## config.mk

```make
export PLATFORM = sky130hd
export DESIGN_NAME = dmem_access_ctrl
export DESIGN_NICKNAME = d
export VERILOG_FILES = /design/src/rtl/dmem_access_ctrl_pkg.sv /design/src/rtl/dmem_lane_align.sv /design/src/rtl/dmem_access_ctrl.sv
export SDC_FILE = /design/constraint.sdc
export NUM_CORES = 1
export LEC_CHECK = 0
export ABC_AREA = 0
export CORE_ASPECT_RATIO = 0.75
export CORE_MARGIN = 5
export CORE_UTILIZATION = 42
export DETAILED_ROUTE_END_ITERATION = 10
export GPL_TIMING_DRIVEN = 0
export PLACE_DENSITY = 0.78
export SLEW_MARGIN = 40
export SYNTH_ARGS = -nofsm -noshare
export SYNTH_HDL_FRONTEND = slang
export SYNTH_SLANG_ARGS = --single-unit
```

## constraint.sdc

```tcl
create_clock -name clk -period 2.4 [get_ports clk]
set_clock_uncertainty 0.05 [all_clocks]
set_input_delay 0.24 -clock clk [delete_from_list [all_inputs] [get_ports clk]]
set_output_delay 0.24 -clock clk [all_outputs]
set_load 0.1 [all_outputs]
```

## src/rtl/dmem_access_ctrl_pkg.sv

```systemverilog
// Shared definitions for the MEM-stage data-memory access controller.
// Holds the FSM state encoding, access-size codes, the load-type and
// store-mask codes used by the EX/MEM register, and small helpers that
// decode an access into a size and test its natural alignment.
package dmem_access_ctrl_pkg;

    typedef enum logic [1:0] {
        ST_IDLE = 2'd0,
        ST_REQ  = 2'd1,
        ST_WAIT = 2'd2,
        ST_DONE = 2'd3
    } state_e;

    typedef enum logic [1:0] {
        SZ_B = 2'd0,
        SZ_H = 2'd1,
        SZ_W = 2'd2,
        SZ_D = 2'd3
    } size_e;

    // Load-type codes carried in the EX/MEM register.
    localparam logic [2:0] LT_LB  = 3'd0;
    localparam logic [2:0] LT_LH  = 3'd1;
    localparam logic [2:0] LT_LW  = 3'd2;
    localparam logic [2:0] LT_LD  = 3'd3;
    localparam logic [2:0] LT_LBU = 3'd4;
    localparam logic [2:0] LT_LHU = 3'd5;
    localparam logic [2:0] LT_LWU = 3'd6;

    // One-hot store-size masks.
    localparam logic [3:0] WMASK_B = 4'b0001;
    localparam logic [3:0] WMASK_H = 4'b0010;
    localparam logic [3:0] WMASK_W = 4'b0100;
    localparam logic [3:0] WMASK_D = 4'b1000;

    // A malformed mask is treated as a doubleword so it can never
    // produce a partial, silently misplaced write.
    function automatic size_e store_size(input logic [3:0] wmask);
        size_e sz;
        case (wmask)
            WMASK_B: sz = SZ_B;
            WMASK_H: sz = SZ_H;
            WMASK_W: sz = SZ_W;
            default: sz = SZ_D;
        endcase
        return sz;
    endfunction

    function automatic size_e load_size(input logic [2:0] load_type);
        size_e sz;
        case (load_type)
            LT_LB, LT_LBU: sz = SZ_B;
            LT_LH, LT_LHU: sz = SZ_H;
            LT_LW, LT_LWU: sz = SZ_W;
            default:       sz = SZ_D;
        endcase
        return sz;
    endfunction

    function automatic logic is_aligned(input size_e sz, input logic [2:0] off);
        logic ok;
        case (sz)
            SZ_B:    ok = 1'b1;
            SZ_H:    ok = (off[0] == 1'b0);
            SZ_W:    ok = (off[1:0] == 2'b00);
            default: ok = (off == 3'b000);
        endcase
        return ok;
    endfunction

    function automatic logic [3:0] size_bytes(input size_e sz);
        logic [3:0] n;
        case (sz)
            SZ_B:    n = 4'd1;
            SZ_H:    n = 4'd2;
            SZ_W:    n = 4'd4;
            default: n = 4'd8;
        endcase
        return n;
    endfunction

endpackage

```

## src/rtl/dmem_lane_align.sv

```systemverilog
// Combinational byte-lane steering for the 64-bit data bus.
// Store side: shifts LSB-justified store data to its byte lane and builds
// the byte strobes. Load side: shifts the bus doubleword down to the
// accessed bytes and sign- or zero-extends them for write-back.
// Ports:
//   st_size/st_off/st_data  -> st_wdata, st_wstrb   (store lane placement)
//   ld_type/ld_off/ld_rdata -> ld_data              (load extract/extend)
module dmem_lane_align
    import dmem_access_ctrl_pkg::*;
(
    input  size_e       st_size,
    input  logic [2:0]  st_off,
    input  logic [63:0] st_data,
    output logic [63:0] st_wdata,
    output logic [7:0]  st_wstrb,
    input  logic [2:0]  ld_type,
    input  logic [2:0]  ld_off,
    input  logic [63:0] ld_rdata,
    output logic [63:0] ld_data
);

    logic [3:0]  st_lo;
    logic [3:0]  st_hi;
    logic [63:0] ld_shifted;

    assign st_wdata = st_data << {st_off, 3'b000};

    // Lane gi is strobed when it falls inside [off, off+bytes).
    assign st_lo = {1'b0, st_off};
    assign st_hi = {1'b0, st_off} + size_bytes(st_size);

    for (genvar gi = 0; gi < 8; gi++) begin : g_strb
        assign st_wstrb[gi] = (4'(gi) >= st_lo) && (4'(gi) < st_hi);
    end

    assign ld_shifted = ld_rdata >> {ld_off, 3'b000};

    always_comb begin
        ld_data = ld_shifted;
        case (ld_type)
            LT_LB:   ld_data = {{56{ld_shifted[7]}},  ld_shifted[7:0]};
            LT_LH:   ld_data = {{48{ld_shifted[15]}}, ld_shifted[15:0]};
            LT_LW:   ld_data = {{32{ld_shifted[31]}}, ld_shifted[31:0]};
            LT_LBU:  ld_data = {56'd0, ld_shifted[7:0]};
            LT_LHU:  ld_data = {48'd0, ld_shifted[15:0]};
            LT_LWU:  ld_data = {32'd0, ld_shifted[31:0]};
            default: ld_data = ld_shifted;
        endcase
    end

endmodule

```

## src/rtl/dmem_access_ctrl.sv

```systemverilog
// MEM-stage data-memory access controller.
// Sequences one load or store from the EX/MEM register onto a
// variable-latency, doubleword-aligned bus (IDLE -> REQ -> WAIT -> DONE),
// stalls the pipeline while the access is outstanding and returns
// aligned, extended load data with a one-cycle o_done pulse.
// Ports:
//   clk, rst                      clock, synchronous active-high reset
//   i_mem_ren/i_mem_wen           load / store request (both = store)
//   i_addr, i_wdata               effective address, LSB-justified store data
//   i_mem_wmask, i_load_type      store size (one-hot), load type code
//   o_stall                       combinational pipeline hold
//   o_rdata, o_done               extended load data, completion pulse
//   o_misalign, o_bus_err         misaligned-access pulse, timeout pulse
//   bus_req/we/addr/wdata/wstrb   bus request side, held through REQ
//   bus_gnt, bus_rvalid, bus_rdata bus grant, read data / write ack
module dmem_access_ctrl
    import dmem_access_ctrl_pkg::*;
#(
    parameter int unsigned TIMEOUT = 255
) (
    input  logic        clk,
    input  logic        rst,
    input  logic        i_mem_ren,
    input  logic        i_mem_wen,
    input  logic [63:0] i_addr,
    input  logic [63:0] i_wdata,
    input  logic [3:0]  i_mem_wmask,
    input  logic [2:0]  i_load_type,
    output logic        o_stall,
    output logic [63:0] o_rdata,
    output logic        o_done,
    output logic        o_misalign,
    output logic        o_bus_err,
    output logic        bus_req,
    output logic        bus_we,
    output logic [63:0] bus_addr,
    output logic [63:0] bus_wdata,
    output logic [7:0]  bus_wstrb,
    input  logic        bus_gnt,
    input  logic        bus_rvalid,
    input  logic [63:0] bus_rdata
);

    localparam logic [15:0] TIMEOUT_CNT = 16'(TIMEOUT);

    state_e      state_reg;
    state_e      state_next;
    logic [15:0] cnt_reg;
    logic [2:0]  ld_type_reg;
    logic [2:0]  ld_off_reg;

    logic        access_req;
    size_e       req_size;
    logic        req_aligned;
    logic        timeout_hit;
    logic [63:0] st_wdata;
    logic [7:0]  st_wstrb;
    logic [63:0] ld_data;

    assign access_req  = i_mem_ren | i_mem_wen;
    assign req_size    = i_mem_wen ? store_size(i_mem_wmask) : load_size(i_load_type);
    assign req_aligned = is_aligned(req_size, i_addr[2:0]);
    assign timeout_hit = (cnt_reg == TIMEOUT_CNT);

    // Store lanes come from the live inputs (captured on REQ entry);
    // load extraction uses the offset/type captured with the request so
    // the returned data does not depend on what the pipeline presents later.
    dmem_lane_align u_lane_align (
        .st_size  (req_size),
        .st_off   (i_addr[2:0]),
        .st_data  (i_wdata),
        .st_wdata (st_wdata),
        .st_wstrb (st_wstrb),
        .ld_type  (ld_type_reg),
        .ld_off   (ld_off_reg),
        .ld_rdata (bus_rdata),
        .ld_data  (ld_data)
    );

    // Next state and the combinational stall.
    always_comb begin
        state_next = state_reg;
        o_stall    = 1'b0;
        case (state_reg)
            ST_IDLE: begin
                if (access_req && req_aligned) begin
                    state_next = ST_REQ;
                    o_stall    = 1'b1;
                end
            end
            ST_REQ: begin
                o_stall = 1'b1;
                if (bus_gnt) begin
                    state_next = ST_WAIT;
                end
            end
            ST_WAIT: begin
                o_stall = 1'b1;
                if (bus_rvalid || timeout_hit) begin
                    state_next = ST_DONE;
                end
            end
            ST_DONE: begin
                // Pipeline advances on this edge.
                state_next = ST_IDLE;
            end
            default: state_next = ST_IDLE;
        endcase
    end

    always_ff @(posedge clk) begin
        if (rst) begin
            state_reg   <= ST_IDLE;
            cnt_reg     <= '0;
            ld_type_reg <= '0;
            ld_off_reg  <= '0;
            o_rdata     <= '0;
            o_done      <= 1'b0;
            o_misalign  <= 1'b0;
            o_bus_err   <= 1'b0;
            bus_req     <= 1'b0;
            bus_we      <= 1'b0;
            bus_addr    <= '0;
            bus_wdata   <= '0;
            bus_wstrb   <= '0;
        end else begin
            state_reg  <= state_next;
            o_done     <= 1'b0;
            o_misalign <= 1'b0;
            o_bus_err  <= 1'b0;
            case (state_reg)
                ST_IDLE: begin
                    if (access_req) begin
                        if (req_aligned) begin
                            bus_req     <= 1'b1;
                            bus_we      <= i_mem_wen;
                            bus_addr    <= {i_addr[63:3], 3'b000};
                            bus_wdata   <= i_mem_wen ? st_wdata : 64'd0;
                            bus_wstrb   <= i_mem_wen ? st_wstrb : 8'd0;
                            ld_type_reg <= i_load_type;
                            ld_off_reg  <= i_addr[2:0];
                        end else begin
                            o_misalign <= 1'b1;
                        end
                    end
                end
                ST_REQ: begin
                    cnt_reg <= '0;
                    if (bus_gnt) begin
                        bus_req <= 1'b0;
                    end
                end
                ST_WAIT: begin
                    // Data wins over a timeout landing in the same cycle.
                    if (bus_rvalid) begin
                        o_done  <= 1'b1;
                        o_rdata <= bus_we ? 64'd0 : ld_data;
                    end else if (timeout_hit) begin
                        o_done    <= 1'b1;
                        o_bus_err <= 1'b1;
                        o_rdata   <= '0;
                    end else begin
                        cnt_reg <= cnt_reg + 16'd1;
                    end
                end
                ST_DONE: begin
                    cnt_reg <= '0;
                end
                default: ;
            endcase
        end
    end

endmodule

```

# Word level (Yosys, flattened, before mapping)
# Cells that the tools add are included.
[totals] out_inout_bits=206 latchBits=0 reg_bits=226 memories=0 mem_bits_ro=0 ramBits=0
[classes] mux=27 div=0 shift=2 n_lt_le_gt_ge=16 eq_ne=26 n_reduce_logical=32 n_mul=0 add_sub_neg=2 bitwise=5
[op_table] operator="$pmux W64 S6" count=1
[op_table] operator="$mux W64" count=4
[op_table] operator="$shl A64 B6 Y64" count=1
[op_table] operator="$shr A64 B6 Y64" count=1
[op_table] operator="$mux W16" count=2
[op_table] operator="$pmux W16 S2" count=1
[op_table] operator="$eq A3 B3 Y1 const B" count=6
[op_table] operator="$add A16 B1 Y16 const B" count=1
[op_table] operator="$eq A16 B8 Y1 const B" count=1
[op_table] operator="$lt A3 B4 Y1 const A" count=4
[op_table] operator="$ne A2 B2 Y1 const B" count=7
[op_table] operator="$ge A3 B3 Y1 const A" count=4
[op_table] operator="$pmux W2 S3" count=2
[op_table] operator="$pmux W4 S3" count=1
[op_table] operator="$reduce_or A2 Y1" count=6
[op_table] operator="$logic_and A1 B1 Y1" count=9
[op_table] operator="$logic_not A3 Y1" count=3
[op_table] operator="$reduce_and A3 Y1" count=3
[op_table] operator="$lt A1 B4 Y1 const A" count=2
[op_table] operator="$lt A2 B4 Y1 const A" count=2
[op_table] operator="$mux W2" count=4
[op_table] operator="$mux W8" count=1
[op_table] operator="$pmux W2 S4" count=1
[op_table] operator="$mux W1" count=7
[op_table] operator="20 further kinds" count=36

# Logic depth before layout (Yosys ltp)
# Gate-level depths: netlist (run 1).
[logic_depth] depth_word=10 mapped_depth=11

# Modules after synthesis
# From an unflattened synthesis (run 1), not the netlist that was laid out.
[hier_totals] cells_unflattened=1459 area_unflattened_um2=12517.0
[modules_own_cells] module="dmem_access_ctrl" n_inst=1 cells_per_inst=931 area_each_um2=8485.6
[modules_own_cells] module="dmem_lane_align" n_inst=1 cells_per_inst=528 area_each_um2=4031.4

# Worst setup path before layout (run 1)
# Ideal clock, no wire load.
[synth_timing] path_type="input -> output" startpoint="in i_mem_wmask[0]" endpoint="out o_stall" arrival_ns=2.877 path_buffers=3 slack_ns=-0.767 path_stages=9 cell_sequence="xor2_1 a31oi_1 or2_1 clkbuf_1 a21oi_1 buf_2 buf_2 nor2_1 nor2_1"
[synth_via] elab_chain_len=8
[synth_lines] element="start: declaration" line_no="dmem_access_ctrl.sv:27" rtl="input logic [3:0] i_mem_wmask,"
[synth_lines] element="$eq A4 B3 Y1, or another cell as far along" line_no="dmem_access_ctrl_pkg.sv:40" rtl="case (wmask)"
[synth_lines] element="$pmux W2 S3 (*)" line_no="dmem_access_ctrl_pkg.sv:40"
[synth_lines] element="$mux W2 (*)" line_no="dmem_access_ctrl.sv:61" rtl="assign req_size = i_mem_wen ? store_size(i_mem_wmask) : load_size(i_load_type);"
[synth_lines] element="$eq A2 B2 Y1, or another cell as far along" line_no="dmem_access_ctrl_pkg.sv:62" rtl="case (sz)"
[synth_lines] element="$pmux W1 S3 (*)" line_no="dmem_access_ctrl_pkg.sv:62"
[synth_lines] element="$logic_and A1 B1 Y1 (*)" line_no="dmem_access_ctrl.sv:86" rtl="if (access_req && req_aligned) begin"
[synth_lines] element="$mux W1 (*)" line_no="dmem_access_ctrl.sv:86"
[synth_lines] element="$pmux W1 S2 (*)" line_no="dmem_access_ctrl.sv:84" rtl="case (state_reg)"
[synth_lines] element="end: declaration" line_no="dmem_access_ctrl.sv:29" rtl="output logic o_stall,"
# Every way passes the cells marked *; elsewhere a longest branch is shown, timed or not.

# Worst setup path after layout (run 1)
[layout_timing] startpoint="in i_addr[0]" endpoint="reg bus_wdata[54]"
[layout_via] elab_chain_len=3
[layout_lines] element="start: declaration" line_no="dmem_access_ctrl.sv:25" rtl="input logic [63:0] i_addr,"
[layout_lines] element="parallel branches: the longest is 3 deep, another holds $shl A64 B6 Y64"
[layout_lines] element="end signal: assignment" line_no="dmem_access_ctrl.sv:138" rtl="bus_wdata <= i_mem_wen ? st_wdata : 64'd0;"
[layout_lines] element="end: declaration" line_no="dmem_access_ctrl.sv:37" rtl="output logic [63:0] bus_wdata,"
# Parallel ways; which one is timed is not known.
# A chain may end at the register's enable or synchronous reset.

==> reports/summary.json, run 1 <==
{
  "clock_tree.htree_level_count": {"value": 1},
  "coreArea": {"value": 27920, "unit": "sq um"},
  "clkTransAtPathRegs": {"value": 0.07, "unit": "ns"},
  "netlist_area": {"value": 11820, "unit": "sq um"},
  "critical_path_at": {"value": 2.73, "unit": "ns"},
  "detail_route.vias_per_cell": {"value": 5.719},
  "holdBufCountCts": {"value": 0},
  "distinct_cell_type_count_after_synthesis": {"value": 68},
  "synth_top_area_share": {"value": 38.27, "unit": "%"},
  "switching_power": {"value": 6.029, "unit": "mW"},
  "layout_cells_sized_above_1": {"value": 24.70, "unit": "%"},
  "rows": {"value": 53},
  "fin_area": {"value": 16640, "unit": "sq um"},
  "powerDensity": {"value": 830.5, "unit": "nW/um^2"},
  "cellLeakagePower": {"value": 6.886, "unit": "nW"},
  "final_core_utilization": {"value": 59.60, "unit": "%"},
  "cts-buffers-inserted": {"value": 24},
  "setup.worst_path.start_class": {"value": "input port"},
  "cts_root_buf": {"value": "clkbuf_16"},
  "setup-violations-final": {"value": 0},
  "hold_ws": {"value": 0.1920, "unit": "ns"},
  "gp_routability_congestion": {"value": 1.076},
  "synth_most_common_cell": {"value": "nand2_1"},
  "yosys_most_used_dff": {"value": "dfxtp_1"},
  "worst_ir_drop_vdd": {"value": 0.5967, "unit": "mV"},
  "antenna_found_initial": {"value": 9},
  "post-place-cells": {"value": 2191},
  "port_buffers": {"value": 407},
  "synth_area_leaders": {"value": "dfxtp_1, nand2_1, mux4_2"},
  "max_cap_violations": {"value": 0},
  "worstPathMaxFanout": {"value": 10},
  "critPathCaptureType": {"value": "flip-flop"},
  "synthArstFlopShare": {"value": 0, "unit": "%"},
  "report.final.slew_viol_count": {"value": 0},
  "drt_first_iter_violations": {"value": 1105},
  "final_nets": {"value": 2060},
  "timing_worst_setup_path_type": {"value": "in -> reg"},
  "tritoncts": {"value": "yes"},
  "fin_ws": {"value": 0.02003, "unit": "ns"},
  "detailed_routing_iteration_count_for_the_pre_antenna_repair_pass": {"value": 6},
  "postPlaceCellArea": {"value": 15390, "unit": "sq um"},
  "warnings_synthesis": {"value": 0},
  "die_height": {"value": 155.3, "unit": "um"},
  "worstHoldPathType": {"value": "in -> reg"},
  "wl": {"value": 52770, "unit": "um"},
  "synth.area.mux_share": {"value": 16.22, "unit": "%"},
  "grt_start_max_net_pins": {"value": 15},
  "synth_edf_count": {"value": 0},
  "io_pins": {"value": 411},
  "timing_worst_slew_pin_value": {"value": 0.9064, "unit": "ns"},
  "compound_gate_fraction_of_synth_area": {"value": 21.15, "unit": "%"},
  "post_synth_and_or_nand_nor_area_fraction": {"value": 16.84, "unit": "%"},
  "yosys.area_share.xor_xnor": {"value": 1.259, "unit": "%"},
  "fp.dieArea": {"value": 31640, "unit": "sq um"},
  "area_growth": {"value": 40.74, "unit": "%"},
  "yosys.area.top_type": {"value": "dfxtp_1"},
  "hold_viol_final": {"value": 0},
  "power.switching_fraction": {"value": 43.63, "unit": "%"},
  "synth_top_family_by_area": {"value": "compound AO/OA/AOI/OAI gates"},
  "internal-power": {"value": 7.791, "unit": "mW"},
  "grt_first_pass_wirelength": {"value": 75510, "unit": "um"},
  "floorplan.initialDensity": {"value": 42.35, "unit": "%"},
  "max_freq": {"value": 420.2, "unit": "MHz"},
  "die_x": {"value": 203.7, "unit": "um"},
  "ys_ff_latch": {"value": 226},
  "global_route.overflow_total": {"value": 0},
  "post-route-min-period": {"value": 2.380, "unit": "ns"},
  "hpwlAfterDp": {"value": 42390, "unit": "um"},
  "vias": {"value": 12890},
  "track_usage": {"value": 31.02, "unit": "%"},
  "most_frequent_cells_after_synthesis": {"value": "nand2_1, dfxtp_1, a21oi_1"},
  "share_of_the_yosys_chip_area_belonging_to_registers": {"value": 38.27, "unit": "%"},
  "slew_headroom": {"value": 39.57, "unit": "%"},
  "syn_avg_cell_area": {"value": 8.463, "unit": "sq um"},
  "grt_pass1_vias": {"value": 12220},
  "synth-adder-area-share": {"value": 1.122, "unit": "%"},
  "cts_max_path_buffers": {"value": 3},
  "drc_viols": {"value": 0},
  "p_seq_share": {"value": 30.8, "unit": "%"},
  "outcome": {"value": "complete, no violations"},
  "preCtsSetupSlack": {"value": -1.180, "unit": "ns"},
  "setup_repair_after_global_routing_missed_its_margin": {"value": "yes"},
  "share_comb_of_total_power": {"value": 41.5, "unit": "%"},
  "post_drt_antenna_nets": {"value": 0},
  "cp_data_required_time": {"value": 2.75, "unit": "ns"},
  "clock_insertion_delay_worst_skew": {"value": 0.55, "unit": "ns"},
  "power.share.clock": {"value": 27.7, "unit": "%"},
  "numClockSinks": {"value": 226},
  "reg.largest.list": {"value": "bus_wdata x64, o_rdata x64, bus_addr x61"},
  "syn_inst": {"value": 1397},
  "fin_cells": {"value": 2254},
  "avgRoutedWirePerCell": {"value": 23.41, "unit": "um"},
  "min_period_over_period": {"value": 99.17, "unit": "%"}
}
worst paths after layout:
| kind | startpoint | end | slack, ns | cells past startpoint |
|---|---|---|---|---|
| max | i_addr[0] | bus_wdata[54] | 0.02 | 9 |
| min | i_addr[22] | bus_addr[22] | 0.19 | 3 |
| max reg2reg | ld_off_reg[0] | o_rdata[22] | 0.05 | 8 |
| min reg2reg | o_rdata[52] | o_rdata[52] | 0.40 | 2 |
through the flow:
step	power (mW)	setup TNS (ns)
after global routing	14.30	-0.1760
after CTS	13.68	-0.02056
after global placement	9.956	-100.85
final	13.82	0
after detailed placement	9.729	-107.94
after floorplan	8.205	0
cells in the final DEF (no fill, tap or decap), drive strengths merged, types with 46 or more instances in the layout:
master,instances
a21oi,158
buf,271
clkbuf,91
clkdlybuf4s50,197
dfxtp,226
mux2i,60
nand2,265
nand3,46
nor2,95
o21ai,96
layout make-up:
class,count,area [sq um]
tap,385,481.7
inverter,21,78.83
multi-input combinational,1035,6962
fill,2503,11280
timing repair buffer,422,3184
clock buffer,29,619.3
clock inverter,14,178.9
antenna,7,17.52
sequential,226,4524
buffer,115,593.1
power by group through the flow:
stage / clock [mW] / combinational, mW / sequential, mW
after floorplan: 0 / 1.97 / 6.23
after global placement: 0 / 5.63 / 4.32
after detailed placement: 0 / 5.40 / 4.33
after CTS: 3.87 / 5.55 / 4.25
after global routing: 4.03 / 5.98 / 4.29
final: 3.82 / 5.74 / 4.26
what timing repair did:
| item | CTS | global route |
|---|---|---|
| gates cloned | 0 | 0 |
| pin swaps | 6 | 8 |
| gates resized for setup | 51 | 63 |
| endpoints found under the setup margin | 116 | 106 |
| buffers inserted | 7 | 8 |
cells by family after synthesis:
| logic type | after synthesis |
|---|---|
| and+or+nand+nor | 463 |
| xor gates and xnor gates | 17 |
| buffers and inverters | 138 |
| adders and majority gates | 10 |
| muxes | 140 |
| AOI/OAI and AO/OA | 402 |
| DFF | 226 |
| other | 1 |
per-layer routing:
layer  GRT usage [%]  up-vias  routed length, um  part of all wire [%]
li1                -     5877                  -                     -
met1           42.71     6164              22240                    42
met2           45.39      752              22560                    43
met3           11.73       97               6364                    12
met4           9.342        0               1611                   3.1
met5               0        -                  0                     0
worst max-delay path, cell delays in order:
cell             delay, ns
clkdlybuf4s50_1       0.50
clkbuf_1              0.24
clkbuf_4              0.36
buf_2                 0.39
buf_2                 0.41
a21oi_1               0.14
mux2_2                0.29
nand3_1               0.09
a21oi_1               0.07
Power figures use the tool's default switching activity.
==> run 2: changes to the inputs <==
==> constraint.sdc (replaced) <==
create_clock -name clk -period 1.9 [get_ports clk]
set_clock_uncertainty 0.05 [all_clocks]
set_input_delay 0.19 -clock clk [delete_from_list [all_inputs] [get_ports clk]]
set_output_delay 0.19 -clock clk [all_outputs]
set_load 0.1 [all_outputs]
==> run 2 against run 1 <==
  * The flow now finishes with violations (setup timing)
  * Total power up 35%
  * Hold slack worse by 0.054 ns
  * Wire length up 5.4%
  * Register-to-register slack worse by 0.25 ns
  * Global-route usage up 1.4 points
  * Critical path type is now reg -> out
  * Non-clock buffer count up 67
  * Clock-buffer cell count up 8
==> reports/summary.json, run 2 (synthesis gave the netlist of run 1 again) <==
{
  "fin_ws": {"value": -0.2906, "unit": "ns", "change": "-0.3106 ns"},
  "p_seq_share": {"value": 29.0, "unit": "%", "change": "-1.8 points"},
  "coreArea": {"value": 27920, "unit": "sq um", "change": "unchanged"},
  "antenna_found_initial": {"value": 9, "change": "unchanged"},
  "power.share.clock": {"value": 26.5, "unit": "%", "change": "-1.2 points"},
  "tritoncts": {"value": "yes"},
  "post_drt_antenna_nets": {"value": 0, "change": "unchanged"},
  "worstHoldPathType": {"value": "in -> reg"},
  "global_route.overflow_total": {"value": 0, "change": "unchanged"},
  "final_cell_mix": {"value": "nand2_1, buf_2, dfxtp_1"},
  "clock_tree.htree_level_count": {"value": 1, "change": "unchanged"},
  "cellLeakagePower": {"value": 7.545, "unit": "nW", "change": "+9.6%"},
  "hpwlAfterDp": {"value": 42040, "unit": "um", "change": "-0.83%"},
  "max_freq": {"value": 456.5, "unit": "MHz"},
  "numClockSinks": {"value": 226, "change": "unchanged"},
  "hold_viol_final": {"value": 0, "change": "unchanged"},
  "worst_hold_path.num_cells": {"value": 3, "change": "unchanged"},
  "die_x": {"value": 203.7, "unit": "um", "change": "unchanged"},
  "layout_cells_sized_above_1": {"value": 33.51, "unit": "%", "change": "+8.8 points"},
  "setup-violations-final": {"value": 90, "change": "+90"},
  "mostFrequentLayoutCell": {"value": "nand2_1"},
  "track_usage": {"value": 32.39, "unit": "%", "change": "+1.4 points"},
  "power.switching_fraction": {"value": 42.89, "unit": "%", "change": "-0.73 points"},
  "timing_worst_slew_pin_value": {"value": 0.8159, "unit": "ns", "change": "-0.09051 ns"},
  "finalPower": {"value": 18.65, "unit": "mW", "change": "+35%"},
  "detail_route.vias_per_cell": {"value": 5.850, "change": "+2.3%"},
  "worstPathMaxFanout": {"value": 4, "change": "-6"},
  "startpoint": {"value": "state_reg[0]"},
  "critPathCaptureType": {"value": "primary output"},
  "timing_worst_setup_path_type": {"value": "reg -> out"},
  "avgRoutedWirePerCell": {"value": 23.97, "unit": "um", "change": "+2.4%"},
  "ff2ff_setup_slack": {"value": -0.20, "unit": "ns", "change": "-0.25 ns"},
  "delay_of_the_slowest_cell_on_the_worst_path": {"value": 0.35, "unit": "ns", "change": "-0.15 ns"},
  "post-place-cells": {"value": 2191, "change": "unchanged"},
  "port_buffers": {"value": 407, "change": "unchanged"},
  "setup.worst_path.start_class": {"value": "flip-flop"},
  "preCtsSetupSlack": {"value": -1.539, "unit": "ns", "change": "-0.3592 ns"},
  "cp_cell_sequence": {"value": "inv_4 > ha_4 > o21ai_4 > a21oi_4 > buf_8 > buf_12 > nor2_4 > nor2_4 > buf_12"},
  "fp.dieArea": {"value": 31640, "unit": "sq um", "change": "unchanged"},
  "powerDensity": {"value": 1015, "unit": "nW/um^2", "change": "+22%"},
  "slew_headroom": {"value": 45.61, "unit": "%", "change": "+6.0 points"},
  "clock_insertion_delay_worst_skew": {"value": 0.55, "unit": "ns", "change": "about the same"},
  "critical_path.slowest_cell": {"value": "dfxtp_4"},
  "share_comb_of_total_power": {"value": 44.5, "unit": "%", "change": "+3.0 points"},
  "cts-buffers-inserted": {"value": 25, "change": "+4.2%"},
  "max_cap_violations": {"value": 0, "change": "unchanged"},
  "setup_repair_after_global_routing_missed_its_margin": {"value": "yes"},
  "wl": {"value": 55640, "unit": "um", "change": "+5.4%"},
  "outcome": {"value": "finished, violations left"},
  "drt_first_iter_violations": {"value": 1383, "change": "+25%"},
  "r2r-start": {"value": "ld_off_reg[1]"},
  "grt_first_pass_wirelength": {"value": 79680, "unit": "um", "change": "+5.5%"},
  "vias": {"value": 13580, "change": "+5.3%"},
  "die_height": {"value": 155.3, "unit": "um", "change": "unchanged"},
  "drc_viols": {"value": 0, "change": "unchanged"},
  "critical_path_at": {"value": 1.95, "unit": "ns", "change": "-0.78 ns"},
  "area_growth": {"value": 55.38, "unit": "%"},
  "worst_ir_drop_vdd": {"value": 0.7842, "unit": "mV", "change": "+31%"},
  "rr_worst_depth": {"value": 9, "change": "+1"},
  "clkTransAtPathRegs": {"value": 0.06, "unit": "ns", "change": "about the same"},
  "rows": {"value": 53, "change": "unchanged"},
  "detailed_routing_iteration_count_for_the_pre_antenna_repair_pass": {"value": 5, "change": "-1"},
  "min_period_over_period": {"value": 115.3, "unit": "%"},
  "internal-power": {"value": 10.65, "unit": "mW", "change": "+37%"},
  "violations": {"value": "setup timing"},
  "cts_root_buf": {"value": "clkbuf_16"},
  "floorplan.initialDensity": {"value": 42.35, "unit": "%", "change": "unchanged"},
  "io_pins": {"value": 411, "change": "unchanged"},
  "grt_pass1_vias": {"value": 12760, "change": "+4.5%"},
  "fin_cells": {"value": 2321, "change": "+3.0%"},
  "reg.largest.list": {"value": "bus_wdata x64, o_rdata x64, bus_addr x61"},
  "grt_start_max_net_pins": {"value": 14, "change": "-1"},
  "final_nets": {"value": 2128, "change": "+3.3%"},
  "switching_power": {"value": 7.998, "unit": "mW", "change": "+33%"},
  "report.final.slew_viol_count": {"value": 0, "change": "unchanged"},
  "cp_data_required_time": {"value": 1.66, "unit": "ns", "change": "-1.09 ns"},
  "gp_routability_congestion": {"value": 1.027, "change": "-4.6%"},
  "hold_start": {"value": "i_addr[40]"},
  "post-route-min-period": {"value": 2.191, "unit": "ns"},
  "cts_max_path_buffers": {"value": 3, "change": "unchanged"}
}
## run 2: changes by cell type in the layout (fill, tap and decap cells not counted), moves of 18 or more
cell / before / now
buf_4: 22 / 65
buf_6: 5 / 24
o21ai_0: 82 / 45
o21ai_1: 2 / 27
mux2i_1: 54 / 36
## run 2: final timing paths
| path | to |
|---|---|
| worst max-delay path | o_stall |
| worst min-delay path | bus_addr[40] |
| worst max register to register | o_rdata[49] |
| worst min register to register | bus_addr[43] |
## run 2: what timing repair did
action                                  CTS  global route
cloned                                    5             5
setup buffers                            40            36
gates resized for setup                 223           154
pin swaps                                32            49
hold buffers                              2             0
endpoints found under the setup margin  226           217
hold endpoints to repair                  2             0
## run 2: metrics by stage
stage                     instance area [sq um]  setup TNS [ns]  hold WS, ns  utilization, %
after global placement                    16570         -179.41       0.3892           59.36
after global routing                      18370          -18.09       0.1343           65.80
after CTS                                 17470          -6.920       0.1147           62.59
final                                     18370          -10.31       0.1384           65.80
after detailed placement                  15560         -188.53       0.3868           55.73
after floorplan                           12020          -8.816       0.2163               -
## run 2: final cells by class
cell class | count | area (sq um)
timing repair buffer | 493 | 3892
tap | 385 | 481.7
fill | 2332 | 9548
sequential | 226 | 4549
clock buffer | 37 | 750.7
buffer | 111 | 877.1
inverter | 21 | 91.34
multi-input combinational | 1035 | 7636
clock inverter | 5 | 71.32
antenna | 8 | 20.02
## run 2: layer usage
layer	GRT usage [%]	part of all wire, %	vias up
li1	-	-	6028
met1	45.35	40	6501
met2	48.68	44	908
met3	9.064	13	138
met4	10.21	3.4	2
met5	0	0.023	-
## run 2: power by group through the flow
stage          clock network [mW]  registers (mW)  logic [mW]
2_1_floorplan                   0            7.89        2.59
3_3_place_gp                    0            5.47        7.20
3_5_place_dp                    0            5.47        6.89
4_1_cts                      4.99            5.38        7.59
5_1_grt                      5.18            5.43        8.62
6_report                     4.94            5.40        8.30
## run 2: worst max-delay path: cells and delay by family (launching register included)
kind	cells	cell delay (ns)
fa+ha+maj	1	0.17
compound gates	2	0.23
buf+inv	4	0.49
flops	1	0.35
simple gates	2	0.16
==> run 3: changes to the inputs <==
--- a/config.mk
+++ b/config.mk
@@ -6,6 +6,7 @@
 export NUM_CORES = 1
 export LEC_CHECK = 0
 export ABC_AREA = 0
+export CAP_MARGIN = 20
 export CORE_ASPECT_RATIO = 0.75
 export CORE_MARGIN = 5
 export CORE_UTILIZATION = 42
==> results of run 3 <==
Final layout, timing and power as in run 2 (identical DEF).
